--- src/rtl/interface_output.sv ---
// interface_output: CORDIC sector correction followed by a small valid/ready FIFO with overflow detection.
// Optional 8-bit saturating drop counter is compiled in with INTERFACE_OUTPUT_DROP_CNT_EN.
module interface_output #(
    parameter int UNSIGNED_OUTPUT_WIDTH = 16,
    parameter int SECTOR_FLAG_WIDTH     = 2,
    parameter int FIFO_DEPTH            = 4
) (
    input  logic                               clk,
    input  logic                               rst,
    input  logic                               valid_in,
    input  logic                               arctan_en_in,
    input  logic [SECTOR_FLAG_WIDTH-1:0]       sector_in,
    input  logic [UNSIGNED_OUTPUT_WIDTH-1:0]   x_in,
    input  logic [UNSIGNED_OUTPUT_WIDTH-1:0]   y_in,
    input  logic [UNSIGNED_OUTPUT_WIDTH-1:0]   degree_in,
    input  logic                               out_ready,
    input  logic                               clr_ovf,
    output logic                               out_valid,
    output logic                               out_arctan_en,
    output logic [SECTOR_FLAG_WIDTH-1:0]       out_sector,
    output logic [UNSIGNED_OUTPUT_WIDTH:0]     out_x,
    output logic [UNSIGNED_OUTPUT_WIDTH:0]     out_y,
    output logic [UNSIGNED_OUTPUT_WIDTH+1:0]   out_degree,
    output logic [$clog2(FIFO_DEPTH):0]        level,
    output logic                               overflow
`ifdef INTERFACE_OUTPUT_DROP_CNT_EN
    ,
    output logic [7:0]                         drop_cnt
`endif
);

    localparam int W     = UNSIGNED_OUTPUT_WIDTH;
    localparam int SW    = SECTOR_FLAG_WIDTH;
    localparam int PW    = $clog2(FIFO_DEPTH);
    localparam int LW    = PW + 1;
    localparam int ENT_W = 1 + SW + 2 * (W + 1) + (W + 2);

    localparam logic [W+1:0] HALF_TURN = (W+2)'(180 * 256);

    logic [W:0]   x_ext, y_ext, cx, cy;
    logic [W+1:0] d_ext, cd;

    always_comb begin
        x_ext = {1'b0, x_in};
        y_ext = {1'b0, y_in};
        d_ext = {{2{degree_in[W-1]}}, degree_in};
        cx    = x_ext;
        cy    = y_ext;
        cd    = d_ext;
        if (!arctan_en_in) begin
            case (sector_in)
                SW'(1): begin cx = -y_ext; cy = x_ext;  end
                SW'(2): begin cx = -x_ext; cy = -y_ext; end
                SW'(3): begin cx = y_ext;  cy = -x_ext; end
                default: ;
            endcase
        end else begin
            case (sector_in)
                SW'(1):  cd = HALF_TURN - d_ext;
                SW'(2):  cd = d_ext - HALF_TURN;
                SW'(3):  cd = -d_ext;
                default: cd = d_ext;
            endcase
        end
    end

    logic             s1_valid;
    logic [ENT_W-1:0] s1_entry;

    always_ff @(posedge clk or negedge rst) begin
        if (!rst) begin
            s1_valid <= 1'b0;
            s1_entry <= '0;
        end else begin
            s1_valid <= valid_in;
            if (valid_in)
                s1_entry <= {arctan_en_in, sector_in, cx, cy, cd};
        end
    end

    logic [ENT_W-1:0] mem [FIFO_DEPTH];
    logic [PW-1:0]    wr_ptr, rd_ptr;
    logic             push, pop, drop;
    logic [ENT_W-1:0] head;

    assign out_valid = (level != '0);
    assign pop       = out_valid & out_ready;
    // A full FIFO still accepts the new entry when the head leaves on the same edge.
    assign push      = s1_valid & ((level < LW'(FIFO_DEPTH)) | pop);
    assign drop      = s1_valid & ~push;

    always_ff @(posedge clk) begin
        if (push)
            mem[wr_ptr] <= s1_entry;
    end

    always_ff @(posedge clk or negedge rst) begin
        if (!rst) begin
            wr_ptr <= '0;
            rd_ptr <= '0;
            level  <= '0;
        end else begin
            if (push)
                wr_ptr <= wr_ptr + 1'b1;
            if (pop)
                rd_ptr <= rd_ptr + 1'b1;
            case ({push, pop})
                2'b10:   level <= level + 1'b1;
                2'b01:   level <= level - 1'b1;
                default: ;
            endcase
        end
    end

    always_ff @(posedge clk or negedge rst) begin
        if (!rst)
            overflow <= 1'b0;
        else if (clr_ovf)
            overflow <= 1'b0;
        else if (drop)
            overflow <= 1'b1;
    end

`ifdef INTERFACE_OUTPUT_DROP_CNT_EN
    always_ff @(posedge clk or negedge rst) begin
        if (!rst)
            drop_cnt <= '0;
        else if (clr_ovf)
            drop_cnt <= '0;
        else if (drop && drop_cnt != '1)
            drop_cnt <= drop_cnt + 1'b1;
    end
`endif

    // Memory is not reset, so the head is masked to zero while the FIFO is empty.
    assign head = out_valid ? mem[rd_ptr] : '0;
    assign {out_arctan_en, out_sector, out_x, out_y, out_degree} = head;

endmodule

--- config.mk ---
export PLATFORM = sky130hd
export DESIGN_NAME = interface_output
export DESIGN_NICKNAME = d
export VERILOG_FILES = /design/src/rtl/interface_output.sv
export SDC_FILE = /design/constraint.sdc
export NUM_CORES = 1
export LEC_CHECK = 0
export BUFFER_PORTS_ARGS = -buffer_cell sky130_fd_sc_hd__buf_2
export CORE_ASPECT_RATIO = 1.75
export CORE_MARGIN = 4
export CORE_UTILIZATION = 30
export DETAILED_ROUTE_END_ITERATION = 10
export SETUP_SLACK_MARGIN = 0.15
export SYNTH_ARGS = -nofsm -noshare
export SYNTH_HDL_FRONTEND = slang
export SYNTH_SLANG_ARGS = --single-unit
--- constraint.sdc ---
create_clock -name clk -period 5.1 [get_ports clk]
set_clock_uncertainty 0.15 [all_clocks]
set_input_delay 0.51 -clock clk [delete_from_list [all_inputs] [get_ports clk]]
set_output_delay 0.51 -clock clk [all_outputs]
set_load 0.01 [all_outputs]
After elaboration in Yosys (flattened, before gate mapping):

Memories as Yosys holds them, arrays and structs flattened.
Cells that the tools add are included.

* add/sub/neg operators: 9
* magnitude comparators: 1
* eq/ne operators: 5
* mux-type cells: 12
* bitwise gates (word level): 5
* reduce and logical (&&, ||, !) cells: 3

Operators with widths (number)
* $pmux W17 S3: 2
* $mux W55: 1
* $pmux W18 S3: 1
* $mux W17: 2
* $neg A16 Y17: 2
* $mux W18: 1
* $neg A18 Y18: 1
* $sub A16 B17 Y18 const B: 1
* $sub A17 B16 Y18 const A: 1
* $eq A2 B2 Y1 const B: 3
* $pmux W3 S2: 1
* $add A2 B1 Y2 const B: 2
* $eq A2 B1 Y1 const B: 2
* $mux W1: 4
* $reduce_bool A2 Y1: 2
* $add A3 B1 Y3 const B: 1
* $and A1 B1 Y1: 3
* $lt A3 B3 Y1 const B: 1
* $reduce_bool A3 Y1: 1
* $sub A3 B1 Y3 const B: 1
* $not A1 Y1: 1
* $or A1 B1 Y1: 1

* flip-flop bits (word level): 64
* memory bits (writable): 220
* input bits: 56
* output and inout bits: 60
* logic and storage cells: 42
* memories: 1

Memory list
* mem: words 4, bits a word 55, rd ports 1, clocked after Yosys merged registers in 0, write ports 1, RTL line 81 `logic [ENT_W-1:0] mem [FIFO_DEPTH];`

Logic depth before layout (Yosys ltp):

Gate-level depths: netlist (run 1).

* depth in word-level cells: 8
* mapped depth: 10
* mapped depth without buffers: 10

Least setup slack after synthesis (run 1):

No wires, ideal clock.

* path kind: input port to flip-flop
* start: input out_ready
* end: memory mem[0][0] (netlist name), enable pin
* data arrival time: 1996 ps
* setup slack: 2535 ps
* stages: 3
* path through: inv_1 -> nand2_1 -> and3_1

* longest elaborated chain between the ends: 5

RTL lines
* start, declared: RTL line 16 `input logic out_ready,`
* $and A1 B1 Y1: RTL line 87 `assign pop = out_valid & out_ready;`
* $or A1 B1 Y1: RTL line 89 `assign push = s1_valid & ((level < LW'(FIFO_DEPTH)) | pop);`
* $and A1 B1 Y1: RTL line 89
* $mux W1: RTL line 93 `if (push)`
* $mux W1 (implied by the code): RTL line 94 `mem[wr_ptr] <= s1_entry;`
* end, declared: RTL line 81

Every way passes these cells.

Final worst setup path (run 1):

* start: register rd_ptr[0]
* end: output out_y[2]

* longest elaborated chain between the ends: 2

RTL lines
* start, declared: RTL line 82 `logic [PW-1:0] wr_ptr, rd_ptr;`
* start signal, assigned: RTL line 106 `rd_ptr <= rd_ptr + 1'b1;`
* $mem_v2 Z4 W55
* $mux W55: RTL line 136 `assign head = out_valid ? mem[rd_ptr] : '0;`
* end, declared: RTL line 22 `output logic [UNSIGNED_OUTPUT_WIDTH:0] out_y,`

Every way passes these cells.

==> results.yml, run 1 <==
die:
  dieArea_um2: 48100
  row_count: 102
  coreArea_um2: 44160
  dieWidth_um: 167.5
  start_util_pct: 30.25
  dieHeight_um: 287.1
  io_pins: 116
worst_setup_path:
  critical_path.top_delay_family: "flip-flops"
  r2r_slack_ns: 2.63
  r2r-end: "mem[2][22]$_DFFE_PP_"
  critPathKind: "register to output pin"
  arrival_ns: 2.79
  end_kind: "output pin"
  required_ns: 4.44
  path_max_fanout: 38
  critPathLaunchType: "register"
  crit_buf_inv: 2
  reg2regPathDepth: 4
  path_cells: "buf_4, mux4_2, and2_1, buf_2"
  max_stage_delay_ns: 0.91
  crit_slowest_cell: "dfrtp_4"
  regToRegStartpoint: "wr_ptr[0]$_DFFE_PN0P_"
synth:
  synth_common_cells: "edfxtp_1, nor2_1, dfrtp_1"
  yosysWarnings: 0
  ys_ff_latch: 284
  synth_area_um2: 13360
  synth_fp_nets: 1065
  synth_most_common_cell: "edfxtp_1"
  synthArstFlopShare_pct: 22.54
  ys_dominant_reg_cell: "edfxtp_1"
  synth_cells: 997
  yosys.area.top_type: "edfxtp_1"
  synth.area.top_cells: "edfxtp_1, dfrtp_1, mux4_2, and2_1, a21oi_1"
  postSynthAreaPerCell_um2: 13.40
  synth_top_area_share_pct: 49.46
  yosysUniqueCellTypes: 75
  synth_edf_count: 220
  yosysSeqAreaShare_pct: 61.45
timing:
  finalCriticalPeriod_ns: 3.449
  period_share_pct: 67.63
  timing.slew.headroom_pct: 26.14
  tightest_slew_ns: 1.099
  finalSetupTns_ns: 0
  fmax_mhz: 289.9
  setup_viol_count_final: 0
  rsz0062_at_grt: "false"
  hold_violations: 0
  fin_ws_ns: 1.651
  drv_slew: 0
drt:
  drtPass1Iterations: 6
  drt-initial-drc-count: 679
  wirelength_um: 34990
  via_count: 8657
  antenna_left: 0
  route.detailed.drc: 0
  post_drt_wl_per_cell_um: 20.84
  via_per_inst: 5.156
place:
  dpl.hpwl_um: 23900
  gp_congestion: 0.8792
  place_ws_ns: 2.026
  port_buffers: 115
cells_and_area:
  area_growth_pct: 15.09
  final_nets: 1155
  fill_cells: 4418
  drive_gt1_share_pct: 23.35
clocking:
  cts_resized: 0
  cts_buffer_depth: 3
  clkTransAtPathRegs_ns: 0.07
  numCtsBuffers: 24
  root_buffer: "clkbuf_16"
  cts_htree_levels: 1
  cts_sinks: 284
  insertion_delay_ns: 0.53
  tritoncts: "done"
global_route:
  grt_pass1_wl_um: 53440
  grt.total_usage_pct: 14.19
  overflow: 0
  antenna_found_initial: 5
  grt_pass1_vias: 8681
  grt_max_degree: 71
hold_path:
  worstHoldPathCells: 2
  hold_start: "degree_in[0]"
  hold_path_class: "primary input to register"
  hold_end: "s1_entry[0]$_DFFE_PN0P_"
power_and_ir_drop:
  ir_drop_mv: 0.2777
  total_power_mw: 7.361
  power_density_nw_per_um2: 478.8
  p_leak_nw: 5.414
flow_run:
  maxCapViolations: 0
outcome:
  status: "finished clean"
state kept, by name (all words and copies together), names as in the netlist:
signal	cells
level	3
mem	220
overflow	1
rd_ptr	2
s1_entry	55
s1_valid	1
wr_ptr	2
worst register-to-register path, delay by kind of cell, from the launching register on:
kind / cells / cell delay (ns)
DFF: 1 / 0.40
buffers and inverters: 2 / 0.63
adders and majority gates: 1 / 0.16
and+or+nand+nor: 1 / 0.78
cells in the final DEF (no fill, tap or decap), types with 19 or more instances in the layout:
cell,n
and2_1,58
a21oi_1,55
buf_2,114
nor2_1,73
xnor2_1,23
nor3_1,21
edfxtp_1,220
clkbuf_16,25
a31oi_1,19
nand2_1,44
inv_1,34
o21ai_0,34
mux4_2,55
dfrtp_1,62
worst max-delay path by stage:
stage                     startpoint                  endpoint  slack, ns  depth (start not counted)
2_1_floorplan              out_ready       mem[0][0]$_DFFE_PP_       2.54                          3
3_3_place_gp            sector_in[0]  s1_entry[19]$_DFFE_PN0P_       2.03                          6
3_5_place_dp            sector_in[0]  s1_entry[13]$_DFFE_PN0P_       2.03                          7
4_1_cts        rd_ptr[0]$_DFFE_PN0P_                  out_y[2]       1.53                          4
5_1_grt        rd_ptr[0]$_DFFE_PN0P_                  out_y[2]       1.43                          4
6_report       rd_ptr[0]$_DFFE_PN0P_                  out_y[2]       1.65                          4
metal layers:
metal | track usage, % | part of all wire (%)
met1 | 16.69 | 38
met2 | 25.84 | 53
met3 | 1.816 | 4.0
met4 | 6.132 | 4.2
met5 | 0 | 0.051
stage by stage:
| step | hold WS [ns] | cell area (µm²) | instances | utilization (%) |
|---|---|---|---|---|
| after floorplan | 0.06441 | 13360 | 997 | - |
| after global placement | 0.3378 | 14530 | 1631 | 32.89 |
| after detailed placement | 0.3538 | 14530 | 1631 | 32.89 |
| after CTS | 0.1163 | 15370 | 1677 | 34.80 |
| after global routing | 0.1430 | 15370 | 1679 | 34.82 |
| final | 0.1364 | 15370 | 1679 | 34.82 |
layout make-up:
type,count,area [µm²],area share [%]
repair buffers,135,745.7,4.851
clock inverters,14,168.9,1.099
flip-flops and latches,284,8215,53.44
clock buffers,30,654.4,4.257
multi-input cells,606,4733,30.79
inverters,36,135.1,0.8790
well taps,572,715.7,4.655
diodes,2,5.005,0.03255
logic make-up after synthesis:
kind of cell	after synthesis	share of synthesized area (%)
AND/OR/NAND/NOR	291	11.65
multiplexers	69	10.43
AO/OA/AOI/OAI	200	9.910
adder cells (fa/ha/maj)	12	1.180
XOR/XNOR	34	2.229
buffers and inverters	107	3.157
flip-flops	284	61.45
power by group:
group	internal, mW	switching, mW	total [mW]
Clock	1.08	0.843	1.92
Sequential	2.96	0.346	3.31
Combinational	1.04	1.10	2.13
what timing repair did:
| action | CTS | global route |
|---|---|---|
| buffers inserted | 0 | 0 |
| endpoints found under the hold margin | 7 | 0 |
| hold buffers | 2 | 0 |
(Power assumes the default switching activity.)
==> inputs of run 2 (changes only) <==
==> constraint.sdc (replaced) <==
create_clock -name clk -period 3 [get_ports clk]
set_clock_uncertainty 0.15 [all_clocks]
set_input_delay 0.3 -clock clk [delete_from_list [all_inputs] [get_ports clk]]
set_output_delay 0.3 -clock clk [all_outputs]
set_load 0.01 [all_outputs]
==> run 2 against run 1 <==
  * The flow now finishes with violations (negative hold slack)
  * First-iteration DRC count grew 11%
  * Routed wire length grew 4.4%
  * Critical path depth stayed put
  * Core utilization rose by 1.3 points
  * Setup slack worse by 1.3 ns
  * Critical path type unchanged
  * Die area unchanged
  * Global-route usage increased by 0.75 points
  * Total power increased by 73%
  * Largest power group unchanged
  * Sequential power increased by 62%
  * Hold slack lost 0.14 ns
==> results.yml, run 2 (synthesized netlist as in run 1, its figures left out) <==
outcome:
  status: "finished with violations"
  violations: "negative hold slack"
die:
  io_pins: 116
  dieHeight_um: 287.1
  dieArea_um2: 48100
  dieWidth_um: 167.5
  row_count: 102
  start_util_pct: 30.25
  coreArea_um2: 44160
place:
  dpl.hpwl_um: 25840
  port_buffers: 115
  dpl_cell_area_um2: 14800
  gp_congestion: 0.8779
  dp.cells: 1653
  place_ws_ns: 0.6078
drt:
  dr_wl_met3_um: 1491
  drtPass1Iterations: 5
  top_layer_used: "met5"
  route.detailed.drc: 0
  antenna_left: 0
  routedLengthMet1_um: 13660
  post_drt_wl_per_cell_um: 21.05
  wl_met2_um: 20040
  via_per_inst: 5.187
  drt-initial-drc-count: 751
  via_count: 9004
  wirelength_um: 36540
power_and_ir_drop:
  total_power_mw: 12.71
  power_density_nw_per_um2: 796.7
  ir_drop_mv: 0.3219
  p_leak_nw: 5.685
global_route:
  grt_pass1_vias: 9397
  antenna_found_initial: 4
  grt_pass1_wl_um: 56150
  grt_max_degree: 59
  grt.total_usage_pct: 14.94
  overflow: 0
worst_setup_path:
  max_stage_delay_ns: 0.56
  critPathLaunchType: "register"
  arrival_ns: 2.19
  required_ns: 2.55
  path_cells: "buf_4, mux4_2, and2_1, buf_2"
  critPathKind: "register to output pin"
  path_max_fanout: 8
  crit_slowest_cell: "mux4_2"
  end_kind: "output pin"
timing:
  fmax_mhz: 378.8
  period_share_pct: 87.99
  finalCriticalPeriod_ns: 2.640
  hold_violations: 1
  tightest_slew_ns: 0.9680
  fin_ws_ns: 0.3603
  holdWs_ns: -0.002690
  rsz0062_at_grt: "false"
  finalSetupTns_ns: 0
  timing.slew.headroom_pct: 35.03
  drv_slew: 0
  setup_viol_count_final: 0
clocking:
  cts_sinks: 284
  clkTransAtPathRegs_ns: 0.07
  numCtsBuffers: 25
  insertion_delay_ns: 0.53
  tritoncts: "done"
  cts_htree_levels: 1
  cts_buffer_depth: 3
  root_buffer: "clkbuf_16"
cells_and_area:
  reg.largest.list: "mem (220), s1_entry (55), level (3)"
  final_common_cell: "edfxtp_1"
  largest_reg_flops: 220
  post-route-util_pct: 36.12
  final_nets: 1211
  mostFrequentLayoutCells: "edfxtp_1, buf_2, nor2_1"
  drive_gt1_share_pct: 24.70
  instances_no_fill: 1736
  area_growth_pct: 19.40
  regMostFlops: "mem"
  final_area_um2: 15950
hold_path:
  hold_path_class: "primary input to register"
flow_run:
  maxCapViolations: 0
## run 2: worst paths after layout
path                                               from                  endpoint  slack (ns)  depth (start not counted)
max in group asynchronous                           rst   s1_entry[3]$_DFFE_PN0P_        1.87                          3
worst max register to register     level[1]$_DFFE_PN0P_      level[1]$_DFFE_PN0P_        0.80                          6
worst min register to register  s1_entry[1]$_DFFE_PN0P_       mem[3][1]$_DFFE_PP_        0.37                          0
worst max-delay path              rd_ptr[0]$_DFFE_PN0P_                  out_y[4]        0.36                          4
min in group asynchronous                           rst  s1_entry[25]$_DFFE_PN0P_        0.14                          2
worst min-delay path                            y_in[1]  s1_entry[19]$_DFFE_PN0P_      -0.003                          3
## run 2: layout make-up
type / instances / area, µm²
clock buffers: 33 / 685.7
diodes: 2 / 5.005
repair buffers: 190 / 1359
multi-input cells: 606 / 4733
fillers: 4326 / 28210
well taps: 572 / 715.7
flip-flops and latches: 284 / 8213
inverters: 36 / 135.1
clock inverters: 13 / 102.6
## run 2: worst max-delay path: cells and delay by family, from the launching register on
family	cells	cell delay [ns]
flops	1	0.55
buf+inv	2	0.36
mux	1	0.56
simple gates	1	0.18
## run 2: where the power goes
group,internal [mW],switching [mW]
registers,5.03,0.325
clock network,1.65,1.46
logic,2.01,2.22
## run 2: what timing repair did
action                     CTS  global route
setup endpoints to repair   33            20
resized for setup            0             0
hold buffers                29             0
hold endpoints to repair    57             0
buffers inserted             1             5
## run 2: layer usage
metal	up-vias	track usage, %
met5	-	0
met4	2	6.152
met3	75	2.105
met2	272	28.38
met1	4549	16.55
li1	4106	-
==> inputs of run 3 (changes only) <==
==> constraint.sdc (replaced) <==
create_clock -name clk -period 2.52 [get_ports clk]
set_clock_uncertainty 0.15 [all_clocks]
set_input_delay 0.252 -clock clk [delete_from_list [all_inputs] [get_ports clk]]
set_output_delay 0.252 -clock clk [all_outputs]
set_load 0.01 [all_outputs]
==> run 3 against run 2 <==
  * The run ends with negative setup slack left
  * Die area stayed put
  * Hold slack better by 0.015 ns
  * First-iteration DRC count is 7.7% lower
  * Sequential share of layout area is 2.3 points lower
  * Setup slack worse by 0.37 ns
  * Clock-buffer cell count is 2 higher
  * Final cell count is 1.4% higher
  * Global-route usage is 0.10 points lower
  * Sequential cell count stayed put
  * Routed wire length is 1.7% higher
  * Via count is 1.3% higher
  * Clock power is 22% higher
==> results.yml, run 3 (synthesized netlist as in run 1, its figures left out) <==
outcome:
  status: "finished with violations"
  violations: "negative setup slack"
timing:
  hold_violations: 0
  timing.slew.headroom_pct: 54.72
  holdWs_ns: 0.01230
  period_share_pct: 100.4
  rsz0062_at_grt: "true"
  setup_viol_count_final: 3
  finalSetupTns_ns: -0.02016
  fmax_mhz: 395.1
  drv_slew: 0
  fin_ws_ns: -0.01084
  finalCriticalPeriod_ns: 2.531
  tightest_slew_ns: 0.6792
cells_and_area:
  reg.largest.list: "mem (220), s1_entry (55), level (3)"
  instances_no_fill: 1761
  area_growth_pct: 24.97
  final_area_um2: 16690
  regMostFlops: "mem"
  fill_cells: 4276
  mostFrequentLayoutCells: "edfxtp_1, buf_2, nor2_1"
  final_nets: 1237
  drive_gt1_share_pct: 28.98
  post-route-util_pct: 37.80
  final_common_cell: "edfxtp_1"
  largest_reg_flops: 220
power_and_ir_drop:
  total_power_mw: 16.64
  p_leak_nw: 6.053
  ir_drop_mv: 0.4106
  power_density_nw_per_um2: 996.9
global_route:
  overflow: 0
  grt_pass1_vias: 9204
  grt_max_degree: 57
  antenna_found_initial: 4
  grt_pass1_wl_um: 55460
  grt.total_usage_pct: 14.84
die:
  start_util_pct: 30.25
  io_pins: 116
  dieArea_um2: 48100
  coreArea_um2: 44160
  row_count: 102
  dieHeight_um: 287.1
  dieWidth_um: 167.5
drt:
  post_drt_wl_per_cell_um: 21.09
  route.detailed.drc: 0
  wirelength_um: 37140
  via_count: 9120
  drtPass1Iterations: 5
  drt-initial-drc-count: 693
  via_per_inst: 5.179
  antenna_left: 0
worst_setup_path:
  required_ns: 2.12
  max_stage_delay_ns: 0.49
  end_kind: "output pin"
  critPathKind: "register to output pin"
  path_max_fanout: 7
  crit_buf_inv: 3
  path_cells: "buf_12, buf_8, mux4_2, and2_2, buf_2"
  crit_slowest_cell: "mux4_2"
  critical_path.top_delay_family: "multiplexers"
  arrival_ns: 2.13
  critPathLaunchType: "register"
place:
  dpl_cell_area_um2: 15000
  dpl.hpwl_um: 25820
  dp.cells: 1671
  gp_congestion: 0.8843
  port_buffers: 115
  place_ws_ns: 0.2687
clocking:
  clkTransAtPathRegs_ns: 0.06
  cts_htree_levels: 1
  cts_buffer_depth: 3
  insertion_delay_ns: 0.52
  numCtsBuffers: 24
  tritoncts: "done"
  cts_sinks: 284
  root_buffer: "clkbuf_16"
flow_run:
  maxCapViolations: 0
hold_path:
  hold_path_class: "primary input to register"
run 3: changes by cell type in the layout (fill, tap and decap cells not counted), sizes merged, moves of 3 or more:
cell | before | now
buf | 161 | 178
dlygate4sd3 | 29 | 36
clkbuf | 33 | 38
clkinvlp | 3 | 0
inv | 41 | 38
run 3: metal layers:
| metal | vias to the layer above | share of wire, % | global-route usage, % |
|---|---|---|---|
| met2 | 300 | 55 | 28.13 |
| met5 | - | 0 | 0 |
| met3 | 61 | 4.4 | 1.514 |
| li1 | 4154 | - | - |
| met4 | 0 | 3.6 | 5.787 |
| met1 | 4605 | 37 | 17.01 |
run 3: final cells by class:
cell class | count | area, µm² | area share, %
Sequential cell | 284 | 8213 | 49.20
Multi-Input combinational cell | 606 | 4851 | 29.06
Timing Repair Buffer | 217 | 1964 | 11.77
Clock buffer | 35 | 735.7 | 4.407
Tap cell | 572 | 715.7 | 4.287
Inverter | 36 | 135.1 | 0.8095
Clock inverter | 9 | 73.82 | 0.4422
Antenna cell | 2 | 5.005 | 0.02998
run 3: final timing paths:
kind                                           from                  endpoint  slack, ns  cells past startpoint
max reg2reg                    level[1]$_DFFE_PN0P_      level[1]$_DFFE_PN0P_       0.31                      6
max in group asynchronous                       rst  s1_entry[44]$_DFFE_PN0P_       1.42                      3
max                           rd_ptr[0]$_DFFE_PN0P_                 out_x[11]      -0.01                      5
min in group asynchronous                       rst  s1_entry[32]$_DFFE_PN0P_       0.14                      2
min reg2reg                s1_entry[46]$_DFFE_PN0P_      mem[0][46]$_DFFE_PP_       0.36                      0
min                                       out_ready     rd_ptr[0]$_DFFE_PN0P_       0.01                      3
run 3: tightest hold or removal path: cells and delay by family:
kind | cells | cell delay [ns]
and+or+nand+nor | 1 | 0.22
buffers and inverters | 1 | 0.08
xor gates and xnor gates | 1 | 0.09
run 3: repair_timing:
item                                    in CTS  in global routing
cloned                                       0                  3
endpoints found under the setup margin      55                 58
buffers inserted                             5                  0
gates resized for setup                     31                 61
hold buffers                                36                  0
pin swaps                                    6                 14
hold endpoints to repair                    55                  0
run 3: power by group:
part | internal (mW) | switching, mW
clock network | 2.14 | 1.66
logic | 3.53 | 2.98
registers | 5.98 | 0.346
total | 11.7 | 4.98
